===== src/rtl/vga_reg_ctrl.sv =====
// vga_reg_ctrl: frame tick, debounced buttons, displayed register value
// and zoom ping-pong for the vgaREG overlay, all in the px_clk domain.

module vga_reg_ctrl_debounce #(
    parameter int FRAMES = 3
) (
    input  logic clk,
    input  logic rst_n,
    input  logic tick,
    input  logic raw,
    output logic press
);

    localparam logic [2:0] RUN_LAST = 3'(FRAMES - 1);

    logic       sync1;
    logic       sync2;
    logic       state;
    logic [2:0] run;

    always_ff @(posedge clk or negedge rst_n) begin
        if (!rst_n) begin
            sync1 <= 1'b0;
            sync2 <= 1'b0;
        end else begin
            sync1 <= raw;
            sync2 <= sync1;
        end
    end

    // run counts consecutive samples that disagree with the settled state
    always_ff @(posedge clk or negedge rst_n) begin
        if (!rst_n) begin
            state <= 1'b0;
            run   <= 3'd0;
        end else if (tick) begin
            if (sync2 == state) begin
                run <= 3'd0;
            end else if (run == RUN_LAST) begin
                state <= sync2;
                run   <= 3'd0;
            end else begin
                run <= run + 3'd1;
            end
        end
    end

    assign press = tick && sync2 && !state && (run == RUN_LAST);

endmodule

module vga_reg_ctrl #(
    parameter int          FRAMES_PER_STEP = 16,
    parameter int          FRAMES_PER_ZOOM = 128,
    parameter int          ZOOM_MAX        = 4,
    parameter logic [15:0] REG_INIT        = 16'h0019,
    parameter int          DEBOUNCE_FRAMES = 3,
    parameter int          IDLE_FRAMES     = 255
) (
    input  logic        px_clk,
    input  logic        rst_n,
    input  logic        endframe,
    input  logic        btn_up,
    input  logic        btn_down,
    output logic [15:0] register,
    output logic [2:0]  zoom,
    output logic        frame_tick,
    output logic        mode_manual,
    output logic        led
);

    localparam logic       MODE_AUTO   = 1'b0;
    localparam logic       MODE_MANUAL = 1'b1;
    localparam logic       ZS_GROW     = 1'b0;
    localparam logic       ZS_SHRINK   = 1'b1;

    localparam logic [7:0] STEP_LAST = 8'(FRAMES_PER_STEP - 1);
    localparam logic [7:0] ZOOM_LAST = 8'(FRAMES_PER_ZOOM - 1);
    localparam logic [7:0] IDLE_LAST = 8'(IDLE_FRAMES - 1);
    localparam logic [2:0] ZMAX      = 3'(ZOOM_MAX);

    logic        ef_s1;
    logic        ef_s2;
    logic        ef_s3;
    logic        up_press;
    logic        down_press;
    logic        any_press;
    logic        mode;
    logic        zstate;
    logic [7:0]  step_cnt;
    logic [7:0]  idle_cnt;
    logic [7:0]  zoom_cnt;
    logic [15:0] stepped;

    always_ff @(posedge px_clk or negedge rst_n) begin
        if (!rst_n) begin
            ef_s1      <= 1'b0;
            ef_s2      <= 1'b0;
            ef_s3      <= 1'b0;
            frame_tick <= 1'b0;
        end else begin
            ef_s1      <= endframe;
            ef_s2      <= ef_s1;
            ef_s3      <= ef_s2;
            frame_tick <= ef_s2 & ~ef_s3;
        end
    end

    vga_reg_ctrl_debounce #(
        .FRAMES (DEBOUNCE_FRAMES)
    ) u_db_up (
        .clk   (px_clk),
        .rst_n (rst_n),
        .tick  (frame_tick),
        .raw   (btn_up),
        .press (up_press)
    );

    vga_reg_ctrl_debounce #(
        .FRAMES (DEBOUNCE_FRAMES)
    ) u_db_down (
        .clk   (px_clk),
        .rst_n (rst_n),
        .tick  (frame_tick),
        .raw   (btn_down),
        .press (down_press)
    );

    assign any_press = up_press | down_press;

    // simultaneous up and down cancel out
    always_comb begin
        stepped = register;
        if (up_press && !down_press) begin
            stepped = register + 16'd1;
        end else if (down_press && !up_press) begin
            stepped = register - 16'd1;
        end
    end

    always_ff @(posedge px_clk or negedge rst_n) begin
        if (!rst_n) begin
            register <= REG_INIT;
            mode     <= MODE_AUTO;
            step_cnt <= 8'd0;
            idle_cnt <= 8'd0;
        end else if (frame_tick) begin
            if (mode == MODE_AUTO) begin
                if (any_press) begin
                    mode     <= MODE_MANUAL;
                    register <= stepped;
                    step_cnt <= 8'd0;
                    idle_cnt <= 8'd0;
                end else if (step_cnt == STEP_LAST) begin
                    register <= register + 16'd1;
                    step_cnt <= 8'd0;
                end else begin
                    step_cnt <= step_cnt + 8'd1;
                end
            end else begin
                if (any_press) begin
                    register <= stepped;
                    idle_cnt <= 8'd0;
                end else if (idle_cnt == IDLE_LAST) begin
                    mode     <= MODE_AUTO;
                    step_cnt <= 8'd0;
                    idle_cnt <= 8'd0;
                end else begin
                    idle_cnt <= idle_cnt + 8'd1;
                end
            end
        end
    end

    always_ff @(posedge px_clk or negedge rst_n) begin
        if (!rst_n) begin
            zoom     <= 3'd0;
            zstate   <= ZS_GROW;
            zoom_cnt <= 8'd0;
        end else if (frame_tick) begin
            if (zoom_cnt == ZOOM_LAST) begin
                zoom_cnt <= 8'd0;
                if (zstate == ZS_GROW) begin
                    if (zoom == ZMAX) begin
                        zstate <= ZS_SHRINK;
                        zoom   <= zoom - 3'd1;
                    end else begin
                        zoom <= zoom + 3'd1;
                    end
                end else begin
                    if (zoom == 3'd0) begin
                        zstate <= ZS_GROW;
                        zoom   <= zoom + 3'd1;
                    end else begin
                        zoom <= zoom - 3'd1;
                    end
                end
            end else begin
                zoom_cnt <= zoom_cnt + 8'd1;
            end
        end
    end

    assign mode_manual = (mode == MODE_MANUAL);
    assign led         = (zstate == ZS_GROW);

endmodule


===== config.mk =====
export PLATFORM = sky130hd
export DESIGN_NAME = vga_reg_ctrl
export DESIGN_NICKNAME = d
export VERILOG_FILES = /design/src/rtl/vga_reg_ctrl.sv
export SDC_FILE = /design/constraint.sdc
export NUM_CORES = 1
export LEC_CHECK = 0
export BUFFER_PORTS_ARGS = -buffer_cell sky130_fd_sc_hd__buf_2
export CAP_MARGIN = 0
export CORE_UTILIZATION = 30
export CTS_CLUSTER_DIAMETER = 120
export DETAILED_ROUTE_END_ITERATION = 10
export GPL_TIMING_DRIVEN = 0
export PLACE_DENSITY = 0.56
export SLEW_MARGIN = 10
export SYNTH_ARGS = -nofsm -noshare
export SYNTH_HDL_FRONTEND = slang
export SYNTH_HIERARCHICAL = 1
export SYNTH_SLANG_ARGS = --single-unit

===== constraint.sdc =====
create_clock -name px_clk -period 7.1 [get_ports px_clk]
set_input_delay 1.065 -clock px_clk [delete_from_list [all_inputs] [get_ports px_clk]]
set_output_delay 1.065 -clock px_clk [all_outputs]
set_load 0.005 [all_outputs]

==> impl_metrics.tcl, run 1 <==
set metrics [dict create \
    status "complete, no violations" \
    grt-ovfl-total 0 \
    fmax_mhz 304 \
    ys_ff_latch 61 \
    synth.top_cell.area_share 0.454 \
    synthesis.nets 337 \
    numPortBuffers 26 \
    cts-root-buf "clkbuf_8" \
    drtAntennaViolNets 0 \
    r2r_slack_ns 3.81 \
    start_util 0.310 \
    hold_path_class "flop to flop" \
    yosys-top-cells-count "dfrtp_1 (58), nand2_1 (32), o21ai_0 (31), nand3_1 (20), xnor2_1 (20)" \
    yosysUniqueCellTypes 51 \
    cts.sinks 61 \
    netlist_area_mm2 0.00320 \
    wirelength_mm 6.19 \
    fin_crit_sh 0.464 \
    r2r-start "frame_tick" \
    cellPowerDensity_mw_per_mm2 264 \
    ctsHoldBuffers 0 \
    yosysMostFrequentCell "dfrtp_1" \
    synthCells 322 \
    htreeDepth 3 \
    layout-drive-gt1-share 0.175 \
    die_x_um 105 \
    worstHoldEndpoint "u_db_up/sync2" \
    hold_violations 0 \
    grt_first_pass_wirelength_mm 10.9 \
    yosys_warnings 6 \
    drc 0 \
    worst_slew_pin_slew_ns 0.934 \
    cts_tree "done" \
    dieHeight_um 105 \
    synth_edf_count 0 \
    syn_area_per_cell_um2 9.93 \
    startpoint "frame_tick" \
    core_area_mm2 0.0103 \
    crit_type "flop to flop" \
    grt_pass1_vias 2398 \
    dp_hpwl_mm 4.29 \
    fin_setup_tns_ns 0 \
    period_minus_slack_ns 3.29 \
    relSlewSlack 0.372 \
    ys.flop_type "dfrtp_1" \
    clk_pin_slew_worst_paths_ns 0.08 \
    via_count 2473 \
    dieArea_mm2 0.0111 \
    grt.total_usage 0.122 \
    cp_data_arrival_time_ns 3.56 \
    drtPass1Iterations 6 \
    yosysSeqAreaShare 0.479 \
    nNetsFinal 375 \
    end_kind "flop" \
    clk_path_buf_depth 2 \
    worst_skew_pair.late_latency_ns 0.34 \
    rr_worst_depth 8 \
    area_delta_synth_final_pct 16.6 \
    cp-start-kind "flop" \
    gp_congestion 0.780 \
    postSynth.asyncResetShare 1.00 \
    setup_viol 0 \
    power_w 0.000985 \
    nFillCells 1031 \
    num_io_pins 27 \
    antenna_cells 0 \
    cts_repair_resize_count 0 \
    viasPerCell 4.94 \
    crit_fanout 16 \
    worstHoldPathCells 0 \
    wire_per_inst_um 12.3 \
    cts_buffers 9 \
    p_leak_nw 1.70 \
    hp-start "u_db_up/sync1" \
    grt_max_degree 62 \
    rsz0062_at_grt "false" \
    required_ns 7.36 \
    skew_ns 0.0132 \
    post_cts_buffers 0 \
    maxCapViolations 0 \
    hold_ws_ns 0.354 \
    rows 37 \
    max-vdd-ir-drop_v 0.0000890 \
    reg2reg_to "register[13]" \
    drt_iter0_drc 81 \
    antenna_found_initial 0 \
    slew_viol_final 0 \
    yosys-top-cells-area "dfrtp_1 (45%), xnor2_1 (5.5%), o21ai_0 (4.9%)" \
    synth_top_area_cell "dfrtp_1" \
]
==> metrics by stage <==
stage                     utilization  instances  area [um^2]  setup slack (ns)
after global routing            0.361        501         3730              3.62
after detailed placement        0.342        485         3530              3.75
after floorplan                     -        322         3200              4.25
final                           0.361        501         3730              3.81
after CTS                       0.361        501         3730              3.73
after global placement          0.339        484         3500              3.81
==> report_power, final <==
part           leakage [nW]  switching [W]  internal (W)
Clock                0.0918       0.000148      0.000163
Combinational         0.814       0.000107     0.0000964
Sequential            0.796      0.0000637      0.000407
==> cell usage in the layout, fill, tap and decap left out, types with 7 or more instances in the layout <==
cell type,count
nand2_1,32
buf_2,27
inv_1,14
nor3_1,7
clkbuf_8,9
ha_1,10
nor2_1,18
nand3_1,20
o21ai_0,31
xnor2_1,20
dfrtp_1,58
and3_1,12
o31ai_1,9
==> sequential cells by signal (all words and copies together) (netlist names), 3 cells and up, named ones only <==
name and flops:
u_db_up/run 3, step_cnt 8, zoom_cnt 8, idle_cnt 8, zoom 3, register 16, u_db_down/run 3
==> cells by family after synthesis <==
group,Yosys count,share of synthesized area
multiplexers,10,0.0352
flip-flops,61,0.479
buffers and inverters,23,0.0301
adder cells (fa/ha/maj),10,0.0391
AO/OA/AOI/OAI,60,0.122
XOR/XNOR,24,0.0658
AND/OR/NAND/NOR,134,0.229
==> worst max-delay path by stage <==
| stage | endpoint | slack [ns] |
|---|---|---|
| 2_1_floorplan | register[13] | 4.25 |
| 3_3_place_gp | register[13] | 3.81 |
| 3_5_place_dp | register[13] | 3.75 |
| 4_1_cts | register[13] | 3.73 |
| 5_1_grt | register[13] | 3.62 |
| 6_report | register[13] | 3.81 |
==> layout make-up <==
type	instances	area, um^2	share of cell area
Buffer	9	43.8	0.0118
Clock buffer	9	124	0.0332
Sequential cell	61	1530	0.411
Multi-Input combinational cell	238	1570	0.421
Timing Repair Buffer	27	160	0.0430
Inverter	14	52.6	0.0141
Tap cell	136	170	0.0457
Clock inverter	7	75.1	0.0201
==> metal layers <==
metal	global-route usage	part of all wire	up-vias
met5	0	0	-
met4	0.0302	0.0089	0
met3	0.0482	0.044	7
met2	0.197	0.47	41
met1	0.152	0.48	1196
li1	-	-	1229
==> critical path, cell delays in order, from the launching register on <==
cell	delay [ns]
dfrtp_1	0.63
and2b_1	0.23
nand3_2	0.10
nor3b_1	0.51
or4b_4	0.54
or4_4	0.46
or4_4	0.43
a21boi_2	0.16
xor2_1	0.14
Note: power is estimated with default switching activity, not from simulation.
==> run 2, diff against run 1 <==
==> constraint.sdc (replaced) <==
create_clock -name px_clk -period 3.3 [get_ports px_clk]
set_input_delay 0.495 -clock px_clk [delete_from_list [all_inputs] [get_ports px_clk]]
set_output_delay 0.495 -clock px_clk [all_outputs]
set_load 0.005 [all_outputs]
==> impl_metrics.tcl, run 2 (synthesis results as in run 1) <==
set metrics [dict create \
    rows 37 \
    p_int_w 0.00143 \
    gp_congestion 0.780 \
    grt_util_met2 0.198 \
    worst_slew_pin_slew_ns 0.925 \
    p_sw_frac 0.325 \
    dieHeight_um 105 \
    grt-ovfl-total 0 \
    startpoint "frame_tick" \
    drtAntennaViolNets 0 \
    setup_viol 0 \
    cts.sinks 61 \
    grt.total_usage 0.122 \
    top_register "register" \
    seqCellArea_mm2 0.00153 \
    fmax_mhz 323 \
    hold_violations 0 \
    end_kind "flop" \
    cp-start-kind "flop" \
    slew_viol_final 0 \
    clk_pin_slew_worst_paths_ns 0.08 \
    crit_type "flop to flop" \
    fin_area_mm2 0.00373 \
    mostFrequentLayoutCells "dfrtp_1 (58), nand2_1 (32), o21ai_0 (31)" \
    layout-drive-gt1-share 0.178 \
    core_area_mm2 0.0103 \
    dp_hpwl_mm 4.29 \
    drc 0 \
    htreeDepth 3 \
    area_delta_synth_final_pct 16.7 \
    antenna_cells 0 \
    grt_max_degree 62 \
    largest_reg_flops 16 \
    final_common_cell "dfrtp_1" \
    status "complete, no violations" \
    drt_iter0_drc 82 \
    numPortBuffers 26 \
    relSlewSlack 0.378 \
    fin_setup_tns_ns 0 \
    cts_buffers 9 \
    grt_util_met3 0.0482 \
    cts-root-buf "clkbuf_8" \
    hold_path_class "input port to async pin" \
    wire_per_inst_um 12.4 \
    combPwrFrac 0.207 \
    num_io_pins 27 \
    dieArea_mm2 0.0111 \
    cts_tree "done" \
    max-vdd-ir-drop_v 0.000191 \
    grt_first_pass_wirelength_mm 10.9 \
    grt_pass1_vias 2415 \
    nFillCells 1031 \
    cellPowerDensity_mw_per_mm2 569 \
    worst_skew_pair.late_latency_ns 0.34 \
    rsz0062_at_grt "false" \
    clk_path_buf_depth 2 \
    dpl_cell_area_mm2 0.00353 \
    power_w 0.00212 \
    viasPerCell 4.96 \
    nNetsFinal 375 \
    cp_data_arrival_time_ns 3.36 \
    post_cts_buffers 0 \
    maxCapViolations 0 \
    period_minus_slack_ns 3.10 \
    fin_crit_sh 0.940 \
    seqPwrFrac 0.478 \
    clock_power_share 0.316 \
    p_leak_nw 1.70 \
    die_x_um 105 \
    skew_ns 0.0116 \
    wirelength_mm 6.20 \
    via_count 2486 \
    required_ns 3.56 \
    r2r-start "frame_tick" \
    antenna_found_initial 0 \
    multi_input_area_mm2 0.00158 \
    p_sw_w 0.000690 \
    use_met1 0.152 \
    crit_fanout 16 \
    busiest_layer "met2" \
    start_util 0.310 \
    drtPass1Iterations 4 \
    utilization 0.361 \
]
[run 2: final timing paths]
path                                  to  slack [ns]  cells past startpoint
setup / recovery            register[13]        0.20                      8
hold / removal                   zoom[2]        0.14                      2
setup reg to reg            register[13]        0.20                      8
hold reg to reg            u_db_up/sync2        0.35                      0
max in group asynchronous    register[0]        2.85                      2
min in group px_clk        u_db_up/sync1        0.25                      1
[run 2: repair_timing]
action | in CTS | in global routing
resized for setup | 1 | 0
endpoints found under the setup margin | 1 | 0
hold buffers | 0 | 0
[run 2: power by group through the flow]
| stage | Sequential (W) | Combinational [W] | Clock, W |
|---|---|---|---|
| floorplan | 0.000996 | 0.000334 | 0 |
| global placement | 0.00102 | 0.000424 | 0 |
| detailed placement | 0.00102 | 0.000442 | 0 |
| CTS | 0.00101 | 0.000444 | 0.000693 |
| global route | 0.00104 | 0.000504 | 0.000728 |
| finish | 0.00101 | 0.000439 | 0.000670 |
[run 2: layout make-up]
class,instances,area share
timing repair buffer,27,0.0429
buffer,9,0.0117
clock inverter,7,0.0201
multi-input combinational,238,0.422
tap,136,0.0456
clock buffer,9,0.0332
sequential,61,0.410
inverter,14,0.0141
[run 2: per-layer routing]
metal  wire (um)  part of all wire
met5           0                 0
met3         281             0.045
met4          55            0.0089
met1        2930              0.47
met2        2930              0.47
[run 2: metrics by stage]
step                      setup WS, ns  instances  hold slack [ns]
after floorplan                  0.449        322            0.199
after detailed placement       -0.0484        485            0.337
after CTS                        0.122        501            0.146
after global routing           0.00607        501            0.153
final                            0.200        501            0.136
after global placement         0.00554        484            0.335
[run 2: worst max-delay path, cell delays in order, from the launching register on]
cell      delay, ns
dfrtp_1        0.63
and2b_1        0.23
nand3_2        0.11
nor3b_2        0.34
or4b_4         0.52
or4_4          0.46
or4_4          0.43
a21boi_2       0.16
xor2_1         0.14
